[config.mk]
export PLATFORM = sky130hd
export DESIGN_NAME = bin2hex_enc_flat
export DESIGN_NICKNAME = d
export VERILOG_FILES = /design/src/rtl/bin2hex_enc_pkg.sv /design/src/rtl/bin2hex_enc_if.sv /design/src/rtl/bin2hex_enc_hex_char_out.sv /design/src/rtl/bin2hex_enc.sv /design/src/flat_wrapper.sv
export SDC_FILE = /design/constraint.sdc
export NUM_CORES = 1
export LEC_CHECK = 0
export CAP_MARGIN = 20
export CORE_ASPECT_RATIO = 1.2
export CORE_MARGIN = 5
export CORE_UTILIZATION = 35
export DETAILED_ROUTE_END_ITERATION = 7
export REMOVE_ABC_BUFFERS = 1
export SLEW_MARGIN = 10
export SYNTH_ARGS = -nofsm -noshare
export SYNTH_HDL_FRONTEND = slang
export SYNTH_SLANG_ARGS = --single-unit
[constraint.sdc]
create_clock -name CLK -period 3.54 [get_ports CLK]
set_input_delay 0.354 -clock CLK [delete_from_list [all_inputs] [get_ports CLK]]
set_output_delay 0.354 -clock CLK [all_outputs]
set_load 0.01 [all_outputs]
[src/rtl/bin2hex_enc_pkg.sv]
// Shared constants, state encoding and character helpers for the Intel HEX encoder.
// Imported by the character output stage and the encoder FSM.
package bin2hex_enc_pkg;

    localparam logic [7:0] ASC_COLON = 8'h3A;
    localparam logic [7:0] ASC_CR    = 8'h0D;
    localparam logic [7:0] ASC_LF    = 8'h0A;
    localparam logic [7:0] REC_DATA  = 8'h00;
    localparam logic [7:0] REC_EOF   = 8'h01;
    localparam int         EOF_CHARS = 13;

    typedef enum logic [3:0] {
        S_IDLE,
        S_COLON,
        S_LL,
        S_ADDR,
        S_TYPE,
        S_RDREQ,
        S_RDCAP,
        S_DATA,
        S_CKS,
        S_CR,
        S_LF,
        S_EOFREC,
        S_FIN
    } state_e;

    // One character request from the FSM: either a literal byte or a nibble to render.
    typedef struct packed {
        logic       vld;
        logic       lit;
        logic [7:0] chr;
        logic [3:0] nib;
    } char_req_t;

    function automatic logic [7:0] hex_ascii(input logic [3:0] nib);
        return (nib < 4'd10) ? (8'h30 + {4'h0, nib}) : (8'h37 + {4'h0, nib});
    endfunction

    // Fixed EOF record ":00000001FF" CR LF, indexed by character position.
    function automatic logic [7:0] eof_char(input logic [3:0] idx);
        logic [7:0] c;
        c = ASC_LF;
        case (idx)
            4'd0:                               c = ASC_COLON;
            4'd1, 4'd2, 4'd3, 4'd4, 4'd5, 4'd6: c = 8'h30;
            4'd7:                               c = hex_ascii(REC_EOF[7:4]);
            4'd8:                               c = hex_ascii(REC_EOF[3:0]);
            4'd9, 4'd10:                        c = 8'h46;
            4'd11:                              c = ASC_CR;
            default:                            c = ASC_LF;
        endcase
        return c;
    endfunction

endpackage

[src/rtl/bin2hex_enc_if.sv]
// Handshake and memory bus of the HEX encoder: control, memory read port, character stream.
interface bin2hex_enc_if;

    logic        START;
    logic [15:0] SA;
    logic [16:0] LEN;
    logic [15:0] AB;
    logic        RD;
    logic [7:0]  DB;
    logic [7:0]  DO;
    logic        DV;
    logic        RDY;
    logic        BUSY;
    logic        DONE;
    logic        ERR;

    modport slave (
        input  START, SA, LEN, DB, RDY,
        output AB, RD, DO, DV, BUSY, DONE, ERR
    );

    modport master (
        output START, SA, LEN, DB, RDY,
        input  AB, RD, DO, DV, BUSY, DONE, ERR
    );

endinterface

[src/rtl/bin2hex_enc_hex_char_out.sv]
// Character output stage: renders a nibble or literal into the DO/DV holding register
// and runs the DV/RDY handshake; "taken" tells the FSM its request was accepted.
module hex_char_out
    import bin2hex_enc_pkg::*;
(
    input  logic       clk,
    input  logic       rst_n,
    input  char_req_t  req,
    input  logic       rdy,
    output logic [7:0] char_o,
    output logic       vld_o,
    output logic       taken_o
);

    logic [7:0] char_q, char_d;
    logic       vld_q, vld_d;
    logic       free;

    // Register may be reloaded in the same cycle its current character transfers.
    assign free    = !vld_q || rdy;
    assign taken_o = req.vld && free;

    always_comb begin
        char_d = char_q;
        vld_d  = vld_q;
        if (taken_o) begin
            char_d = req.lit ? req.chr : hex_ascii(req.nib);
            vld_d  = 1'b1;
        end else if (vld_q && rdy) begin
            vld_d  = 1'b0;
        end
    end

    always_ff @(posedge clk or negedge rst_n) begin
        if (!rst_n) begin
            char_q <= 8'h00;
            vld_q  <= 1'b0;
        end else begin
            char_q <= char_d;
            vld_q  <= vld_d;
        end
    end

    assign char_o = char_q;
    assign vld_o  = vld_q;

endmodule

[src/rtl/bin2hex_enc.sv]
// Binary-to-Intel-HEX encoder: reads a byte range from synchronous memory and streams
// data records followed by the EOF record as ASCII characters.
module bin2hex_enc
    import bin2hex_enc_pkg::*;
#(
    parameter int REC_LEN = 16
)
(
    input  logic         CLK,
    input  logic         CLRn,
    bin2hex_enc_if.slave bus
);

    localparam logic [16:0] REC_LEN_W = 17'(REC_LEN);

    state_e      state_q, state_d;
    logic [3:0]  cnt_q, cnt_d;
    logic [16:0] rem_q, rem_d;
    logic [15:0] addr_q, addr_d;
    logic [15:0] rec_addr_q, rec_addr_d;
    logic [7:0]  rec_ll_q, rec_ll_d;
    logic [7:0]  byte_cnt_q, byte_cnt_d;
    logic [7:0]  data_q, data_d;
    logic [7:0]  cks_q, cks_d;
    logic        err_q, err_d;

    char_req_t   creq;
    logic        taken;
    logic        dv;
    logic [7:0]  do_w;

    logic [17:0] end_addr;
    logic [7:0]  ll_calc;
    logic [7:0]  field_byte;
    logic [3:0]  field_last;
    state_e      field_next;

    hex_char_out u_char_out (
        .clk     (CLK),
        .rst_n   (CLRn),
        .req     (creq),
        .rdy     (bus.RDY),
        .char_o  (do_w),
        .vld_o   (dv),
        .taken_o (taken)
    );

    always_comb begin
        end_addr = {2'b00, bus.SA} + {1'b0, bus.LEN};
        ll_calc  = (rem_q > REC_LEN_W) ? REC_LEN_W[7:0] : rem_q[7:0];
    end

    // Byte shown by the current hex field, its last nibble index and the follow-on state.
    always_comb begin
        field_byte = 8'h00;
        field_last = 4'd1;
        field_next = S_IDLE;
        case (state_q)
            S_LL:   begin field_byte = rec_ll_q; field_next = S_ADDR; end
            S_ADDR: begin
                field_byte = cnt_q[1] ? rec_addr_q[7:0] : rec_addr_q[15:8];
                field_last = 4'd3;
                field_next = S_TYPE;
            end
            S_TYPE: begin field_byte = REC_DATA; field_next = S_RDREQ; end
            S_DATA: begin
                field_byte = data_q;
                field_next = (byte_cnt_q == 8'd0) ? S_CKS : S_RDREQ;
            end
            S_CKS:  begin field_byte = 8'h00 - cks_q; field_next = S_CR; end
            default: ;
        endcase
    end

    always_comb begin
        state_d    = state_q;
        cnt_d      = cnt_q;
        rem_d      = rem_q;
        addr_d     = addr_q;
        rec_addr_d = rec_addr_q;
        rec_ll_d   = rec_ll_q;
        byte_cnt_d = byte_cnt_q;
        data_d     = data_q;
        cks_d      = cks_q;
        err_d      = 1'b0;
        creq       = '0;

        case (state_q)
            S_IDLE: begin
                if (bus.START) begin
                    if (end_addr > 18'd65536) begin
                        err_d = 1'b1;
                    end else begin
                        addr_d  = bus.SA;
                        rem_d   = bus.LEN;
                        cnt_d   = 4'd0;
                        state_d = (bus.LEN == 17'd0) ? S_EOFREC : S_COLON;
                    end
                end
            end
            S_COLON: begin
                creq.vld = 1'b1;
                creq.lit = 1'b1;
                creq.chr = ASC_COLON;
                if (taken) begin
                    rec_ll_d   = ll_calc;
                    byte_cnt_d = ll_calc;
                    rec_addr_d = addr_q;
                    cks_d      = ll_calc + addr_q[15:8] + addr_q[7:0] + REC_DATA;
                    cnt_d      = 4'd0;
                    state_d    = S_LL;
                end
            end
            S_LL, S_ADDR, S_TYPE, S_DATA, S_CKS: begin
                creq.vld = 1'b1;
                creq.nib = cnt_q[0] ? field_byte[3:0] : field_byte[7:4];
                if (taken) begin
                    if (cnt_q == field_last) begin
                        cnt_d   = 4'd0;
                        state_d = field_next;
                    end else begin
                        cnt_d   = cnt_q + 4'd1;
                    end
                end
            end
            S_RDREQ: state_d = S_RDCAP;
            S_RDCAP: begin
                data_d     = bus.DB;
                cks_d      = cks_q + bus.DB;
                addr_d     = addr_q + 16'd1;
                rem_d      = rem_q - 17'd1;
                byte_cnt_d = byte_cnt_q - 8'd1;
                state_d    = S_DATA;
            end
            S_CR: begin
                creq.vld = 1'b1;
                creq.lit = 1'b1;
                creq.chr = ASC_CR;
                if (taken) state_d = S_LF;
            end
            S_LF: begin
                creq.vld = 1'b1;
                creq.lit = 1'b1;
                creq.chr = ASC_LF;
                if (taken) begin
                    cnt_d   = 4'd0;
                    state_d = (rem_q == 17'd0) ? S_EOFREC : S_COLON;
                end
            end
            S_EOFREC: begin
                creq.vld = 1'b1;
                creq.lit = 1'b1;
                creq.chr = eof_char(cnt_q);
                if (taken) begin
                    if (cnt_q == 4'(EOF_CHARS - 1)) begin
                        cnt_d   = 4'd0;
                        state_d = S_FIN;
                    end else begin
                        cnt_d   = cnt_q + 4'd1;
                    end
                end
            end
            // Hold until the final LF has left the output register.
            S_FIN: if (!dv) state_d = S_IDLE;
            default: state_d = S_IDLE;
        endcase
    end

    always_ff @(posedge CLK or negedge CLRn) begin
        if (!CLRn) begin
            state_q    <= S_IDLE;
            cnt_q      <= 4'd0;
            rem_q      <= 17'd0;
            addr_q     <= 16'd0;
            rec_addr_q <= 16'd0;
            rec_ll_q   <= 8'd0;
            byte_cnt_q <= 8'd0;
            data_q     <= 8'd0;
            cks_q      <= 8'd0;
            err_q      <= 1'b0;
        end else begin
            state_q    <= state_d;
            cnt_q      <= cnt_d;
            rem_q      <= rem_d;
            addr_q     <= addr_d;
            rec_addr_q <= rec_addr_d;
            rec_ll_q   <= rec_ll_d;
            byte_cnt_q <= byte_cnt_d;
            data_q     <= data_d;
            cks_q      <= cks_d;
            err_q      <= err_d;
        end
    end

    assign bus.AB   = addr_q;
    assign bus.RD   = (state_q != S_RDREQ);
    assign bus.DO   = do_w;
    assign bus.DV   = dv;
    assign bus.BUSY = (state_q != S_IDLE);
    assign bus.DONE = (state_q == S_FIN) && !dv;
    assign bus.ERR  = err_q;

endmodule

[src/flat_wrapper.sv]
// flat-port wrapper written by rule: the top's interface ports become plain ports
module bin2hex_enc_flat import bin2hex_enc_pkg::*;
#(
    parameter int REC_LEN = 16
)
  (CLK, CLRn, bus_START, bus_SA, bus_LEN, bus_DB, bus_RDY, bus_AB, bus_RD, bus_DO, bus_DV, bus_BUSY, bus_DONE, bus_ERR);
  bin2hex_enc_if bus_i ();
  input  logic CLK;
  input  logic CLRn;
  input wire logic [$bits(bus_i.START)-1:0] bus_START;
  input wire logic [$bits(bus_i.SA)-1:0] bus_SA;
  input wire logic [$bits(bus_i.LEN)-1:0] bus_LEN;
  input wire logic [$bits(bus_i.DB)-1:0] bus_DB;
  input wire logic [$bits(bus_i.RDY)-1:0] bus_RDY;
  output wire logic [$bits(bus_i.AB)-1:0] bus_AB;
  output wire logic [$bits(bus_i.RD)-1:0] bus_RD;
  output wire logic [$bits(bus_i.DO)-1:0] bus_DO;
  output wire logic [$bits(bus_i.DV)-1:0] bus_DV;
  output wire logic [$bits(bus_i.BUSY)-1:0] bus_BUSY;
  output wire logic [$bits(bus_i.DONE)-1:0] bus_DONE;
  output wire logic [$bits(bus_i.ERR)-1:0] bus_ERR;
  assign bus_i.START = bus_START;
  assign bus_i.SA = bus_SA;
  assign bus_i.LEN = bus_LEN;
  assign bus_i.DB = bus_DB;
  assign bus_i.RDY = bus_RDY;
  assign bus_AB = bus_i.AB;
  assign bus_RD = bus_i.RD;
  assign bus_DO = bus_i.DO;
  assign bus_DV = bus_i.DV;
  assign bus_BUSY = bus_i.BUSY;
  assign bus_DONE = bus_i.DONE;
  assign bus_ERR = bus_i.ERR;
  bin2hex_enc #(.REC_LEN(REC_LEN)) u_core (.CLK(CLK), .CLRn(CLRn), .bus(bus_i));
endmodule
# Yosys cells after proc, flatten, opt, wreduce, memory -nomap -nowiden
# Memory sizes are Yosys's and may differ from the RTL's.
# Cells that the tools add are included.
[op_classes]
n_addsub = 11
multipliers = 0
div_mod_pow = 0
n_lt_le_gt_ge = 3
eq_ne = 26
shift = 0
muxes = 48
n_bitwise = 0
n_reduce_logical = 22
[op_table]
columns = ["cell", "n"]
rows = [
  ["two-way mux 4 bit", 22],
  ["two-way mux 8 bit", 5],
  ["case mux 4 bit (9 select lines)", 1],
  ["case mux 9 bit (4 select lines)", 1],
  ["logical NOT 17 bit", 2],
  ["two-way mux 17 bit", 2],
  ["case mux 17 bit (2 select lines)", 1],
  ["two-way mux 16 bit", 2],
  ["case mux 16 bit (2 select lines)", 1],
  ["case mux 8 bit (2 select lines)", 2],
  ["case mux 8 bit (4 select lines)", 1],
  ["adder 8 bit", 3],
  ["equality test 4 bit (second input constant)", 6],
  ["case mux 4 bit (5 select lines)", 1],
  ["adder 16 x 17 -> 18 bit", 1],
  ["greater-than comparator 18 x 17 -> 1 bit (second input constant)", 1],
  ["greater-than comparator 17 x 5 -> 1 bit (second input constant)", 1],
  ["subtractor 17 x 1 -> 17 bit (second input constant)", 1],
  ["adder 16 x 1 -> 16 bit (second input constant)", 1],
  ["equality test 4 x 3 -> 1 bit (second input constant)", 4],
  ["!= test 2 x 1 -> 1 bit (second input constant)", 8],
  ["case mux 4 bit (4 select lines)", 1],
  ["adder 6 x 4 -> 7 bit (first input constant)", 2],
  ["AND reduction 10 bit", 1],
  ["other kinds (25)", 39],
]
[word_totals]
ff_bits = 99
latch_bits = 0
ram_bits = 0
rom_bits = 112
out_inout_bits = 29
memories = 1
[mem_list]
columns = ["memory", "words", "word_bits", "read_ports", "rd_ports_with_merged_regs", "write_ports", "line", "source"]
rows = [
  ["(name not given)", 16, 7, 1, 0, 0, "bin2hex_enc_pkg.sv:44", "case (idx)"],
]

# Longest topological paths before layout
[depth]
depth_word = 7
depth_mapped = 18
depth_no_buf = 18

# Cells and area by module
# A second synthesis with hierarchy kept.
[hier_totals]
hier_cells = 914
hier_area_um2 = 7455.9
[modules_own_cells]
columns = ["module", "instances", "cells_each", "area_per_inst_um2", "seq_area_each_um2"]
rows = [
  ["bin2hex_enc", 1, 861, 6974.2, 2252.2],
  ["hex_char_out", 1, 53, 481.7, 225.2],
]

# Least setup slack after synthesis
# OpenSTA, ideal clock, no wires.
[synth_timing]
kind = "register to register"
from = "register u_core.rem_q[9]"
to = "register u_core.cks_q[7]"
setup_ns = 0.143
arrival_time_ns = 3.728
required_time_ns = 3.397
setup_slack_ns = -0.331
path_stages_with_launch = 16
cell_sequence = "dfrtp_1 > or4_1 > or2_2 > clkbuf_1 > nor3_1 > and3_1 > and2_1 > fa_1 > ha_1 > fa_1 > a21o_1 > a21oi_1 > o21bai_1 > a21oi_1 > xnor2_1 > a22oi_1"
[synth_via]
elab_chain_len = 6
[synth_rtl]
columns = ["item", "line", "source"]
rows = [
  ["start: declaration", "bin2hex_enc.sv:18", "logic [16:0] rem_q, rem_d;"],
  ["start signal: assignment", "bin2hex_enc.sv:184", "rem_q <= rem_d;"],
  ["greater-than comparator 17 x 5 -> 1 bit", "bin2hex_enc.sv:50", "ll_calc = (rem_q > REC_LEN_W) ? REC_LEN_W[7:0] : rem_q[7:0];"],
  ["two-way mux 8 bit", "bin2hex_enc.sv:50", ""],
  ["via u_core.ll_calc[1]", "bin2hex_enc.sv:33", "logic [7:0] ll_calc;"],
  ["adder 8 bit (2 in a row)", "bin2hex_enc.sv:109", "cks_d = ll_calc + addr_q[15:8] + addr_q[7:0] + REC_DATA;"],
  ["two-way mux 8 bit", "bin2hex_enc.sv:105", "if (taken) begin"],
  ["case mux 8 bit (2 select lines)", "bin2hex_enc.sv:88", "case (state_q)"],
  ["end signal: assignment", "bin2hex_enc.sv:190", "cks_q <= cks_d;"],
  ["end: declaration", "bin2hex_enc.sv:24", "logic [7:0] cks_q, cks_d;"],
]
# The timed path passes the listed nets, and every way through them passes these cells. The select of a mux whose other input is x is not followed.
# A chain may end at the register's enable or synchronous reset.

# Worst setup path after layout
[layout_timing]
from = "register u_core.rem_q[8]"
to = "register u_core.cks_q[7]"
# The elaborated chain is that of the path after synthesis.

==> flow_metrics.env <==
export IMPL_slew_headroom_pct=40.9
export IMPL_nFillCells=2132
export IMPL_layout_commonest_cell="nand2_1"
export IMPL_cts_buffer_depth=2
export IMPL_die_area_mm2=0.0239
export IMPL_via_per_inst=5.45
export IMPL_cp_num_buf_inv=0
export IMPL_path_cells="or4_4, or2_4, nor3_2, and3_4, and2_4, fa_1, ha_2, fa_2, a21o_1, a21oi_2, o21bai_1, a21oi_1, xnor2_1, a22oi_1"
export IMPL_fin_crit_sh_pct=99.6
export IMPL_synth_cell_types=84
export IMPL_status="finished, final reports clean"
export IMPL_maxCapViolCount=0
export IMPL_cp_startpoint="u_core.rem_q[8]"
export IMPL_hpwl_um=18200
export IMPL_fin_skew_ps=7.47
export IMPL_drt_wirelength_per_cell_um=18.4
export IMPL_setup_viol=0
export IMPL_worst_pin_slew_ps=886
export IMPL_use_met2_pct=33.9
export IMPL_path_depth=14
export IMPL_cts_root_buf="clkbuf_16"
export IMPL_power_uw=7290
export IMPL_nNetsFinal=1119
export IMPL_ant_nets=0
export IMPL_synth_edf_count=0
export IMPL_place_congestion=0.949
export IMPL_mostFrequentLayoutCells="140 x nand2_1, 98 x dfrtp_1, 95 x buf_4"
export IMPL_utilization_pct=45.0
export IMPL_clock_latency_ps=360
export IMPL_cp_top_family="simple AND/OR/NAND/NOR gates"
export IMPL_hold_class="primary input to asynchronous set/reset pin"
export IMPL_antenna_found_initial=0
export IMPL_rr_worst_depth=14
export IMPL_drt_total_wl_um=23800
export IMPL_top_usage_layer="met2"
export IMPL_cp_endpoint="u_core.cks_q[7]"
export IMPL_startpoint_type="flip-flop"
export IMPL_io_pins=74
export IMPL_met1_usage_pct=24.5
export IMPL_cts_clk_slew_worst_paths_ps=70
export IMPL_fmax_mhz=284
export IMPL_p_leak_uw=0.00413
export IMPL_overflow=0
export IMPL_rsz0062_at_grt="yes"
export IMPL_slew_violations=0
export IMPL_num_rows=58
export IMPL_synthArstFlopShare_pct=100
export IMPL_grt_use_met3_pct=2.70
export IMPL_p_per_area_mw_per_mm2=780
export IMPL_portBuffers=72
export IMPL_netlist_instances=879
export IMPL_yosysWarnings=0
export IMPL_yosysSeqAreaShare_pct=33.5
export IMPL_layout_drive_gt1_share_pct=16.2
export IMPL_vias=7075
export IMPL_grt_pass1_wl_um=37300
export IMPL_cts_made_buffers=9
export IMPL_crit_fanout=3
export IMPL_end_kind="flip-flop"
export IMPL_regToRegStartpoint="u_core.rem_q[8]"
export IMPL_syn_area_per_cell_um2=8.32
export IMPL_dr_pass1_iters=5
export IMPL_grt_pass1_vias=6967
export IMPL_syn_area_mm2=0.00731
export IMPL_fin_crit_ps=3530
export IMPL_peakVddDrop_mv=0.305
export IMPL_globalRouteTotalUtil_pct=19.7
export IMPL_syn2layout_area_growth_pct=27.7
export IMPL_tritoncts="yes"
export IMPL_cp_slowest_cell="or4_4"
export IMPL_hold_violations=0
export IMPL_yosys_register_bits=98
export IMPL_rr_endpoint="u_core.cks_q[7]"
export IMPL_cpPeakStageDelay_ps=530
export IMPL_cts_sinks=98
export IMPL_dieHeight_um=168
export IMPL_htreeDepth=3
export IMPL_coreArea_mm2=0.0208
export IMPL_critical_path_class="flip-flop to flip-flop"
export IMPL_antennaDiodeCount=0
export IMPL_grt_max_degree=66
export IMPL_reg2reg_setup_slack_ps=10
export IMPL_drtIter0Drc=643
export IMPL_start_util_pct=35.2
export IMPL_yosys_most_used_dff="dfrtp_1"
export IMPL_die_w_um=142
export IMPL_critPathArrivalTime_ps=3800
export IMPL_drcViolationCount=0
export IMPL_critPathRequiredTime_ps=3820
sequential cells by signal, summed over array words and instances (netlist names):
register and cells:
u_core.bus.AB 16, u_core.bus.ERR 1, u_core.byte_cnt_q 8, u_core.cks_q 8, u_core.cnt_q 4, u_core.data_q 8
u_core.rec_addr_q 16, u_core.rec_ll_q 8, u_core.rem_q 17, u_core.state_q 4, u_core.u_char_out.char_o 7, u_core.u_char_out.vld_o 1
cell usage after synthesis (all sizes together) (12+ instances only):
| master | instances | area share [%] |
|---|---|---|
| nand2 | 141 | 7.3 |
| dfrtp | 98 | 34 |
| nor2 | 79 | 4.1 |
| a21oi | 70 | 4.8 |
| o21ai | 62 | 4.4 |
| ha | 40 | 6.8 |
| inv | 40 | 2.1 |
| clkbuf | 25 | 1.3 |
| nand3 | 24 | 1.6 |
| nor3 | 15 | 1.1 |
| xnor2 | 15 | 1.8 |
| a21o | 14 | 1.4 |
| a22oi | 13 | 1.4 |
| a31oi | 13 | 1.1 |
| and2 | 13 | 1.2 |
| buf | 13 | 1.2 |
| nand2b | 12 | 1.0 |
| nor4 | 12 | 1.1 |
worst min-delay path by stage:
| stage | to | slack, ps | cells past startpoint |
|---|---|---|---|
| floorplan | u_core.bus.AB[0] | 60 | 0 |
| global placement | u_core.rec_addr_q[11] | 460 | 2 |
| detailed placement | u_core.rec_addr_q[1] | 460 | 2 |
| CTS | u_core.u_char_out.char_o[4] | 150 | 1 |
| global route | u_core.data_q[1] | 200 | 1 |
| finish | u_core.data_q[0] | 110 | 1 |
metrics by stage:
step	worst slack (ps)	hold WS (ps)	cell area (µm²)	instances	setup TNS, ps
2_1_floorplan	-276	58.4	7140	843	-800
3_3_place_gp	-292	455	8930	1279	-6440
3_5_place_dp	-340	460	8930	1279	-8310
4_1_cts	7.55	151	9280	1296	0
5_1_grt	-163	196	9340	1299	-551
6_report	13.3	110	9340	1299	0
what timing repair did:
item,4_1_cts,5_1_grt
hold buffers,0,0
pin swaps,16,2
resized for setup,10,10
setup endpoints to repair,5,35
cloned,0,2
setup buffers,1,1
logic make-up after synthesis:
logic type / share of synthesized area (%)
flip-flops: 33.5
XOR/XNOR: 2.87
AO/OA/AOI/OAI: 23.8
buffers and inverters: 4.55
AND/OR/NAND/NOR: 22.4
adder cells (fa/ha/maj): 9.58
multiplexers: 3.25
other: 0.0513
layer usage:
metal	share of wire, %	up-vias	wire length [µm]
met4	4.1	0	969
met1	42	3412	10000
met3	3.5	44	828
li1	-	3448	-
met5	0	-	0
met2	51	171	12000
final cells by class:
type | count | area [µm²] | area share [%]
Clock buffer | 10 | 239 | 2.56
Clock inverter | 6 | 65.1 | 0.696
Inverter | 40 | 150 | 1.61
Multi-Input combinational cell | 707 | 4630 | 49.6
Sequential cell | 98 | 2450 | 26.2
Tap cell | 270 | 338 | 3.62
Timing Repair Buffer | 168 | 1460 | 15.7
power by group:
part	switching (µW)	total, µW	internal (µW)
logic	2180	4050	1870
clock network	453	1020	569
registers	613	2210	1600
(Power assumes the default switching activity.)
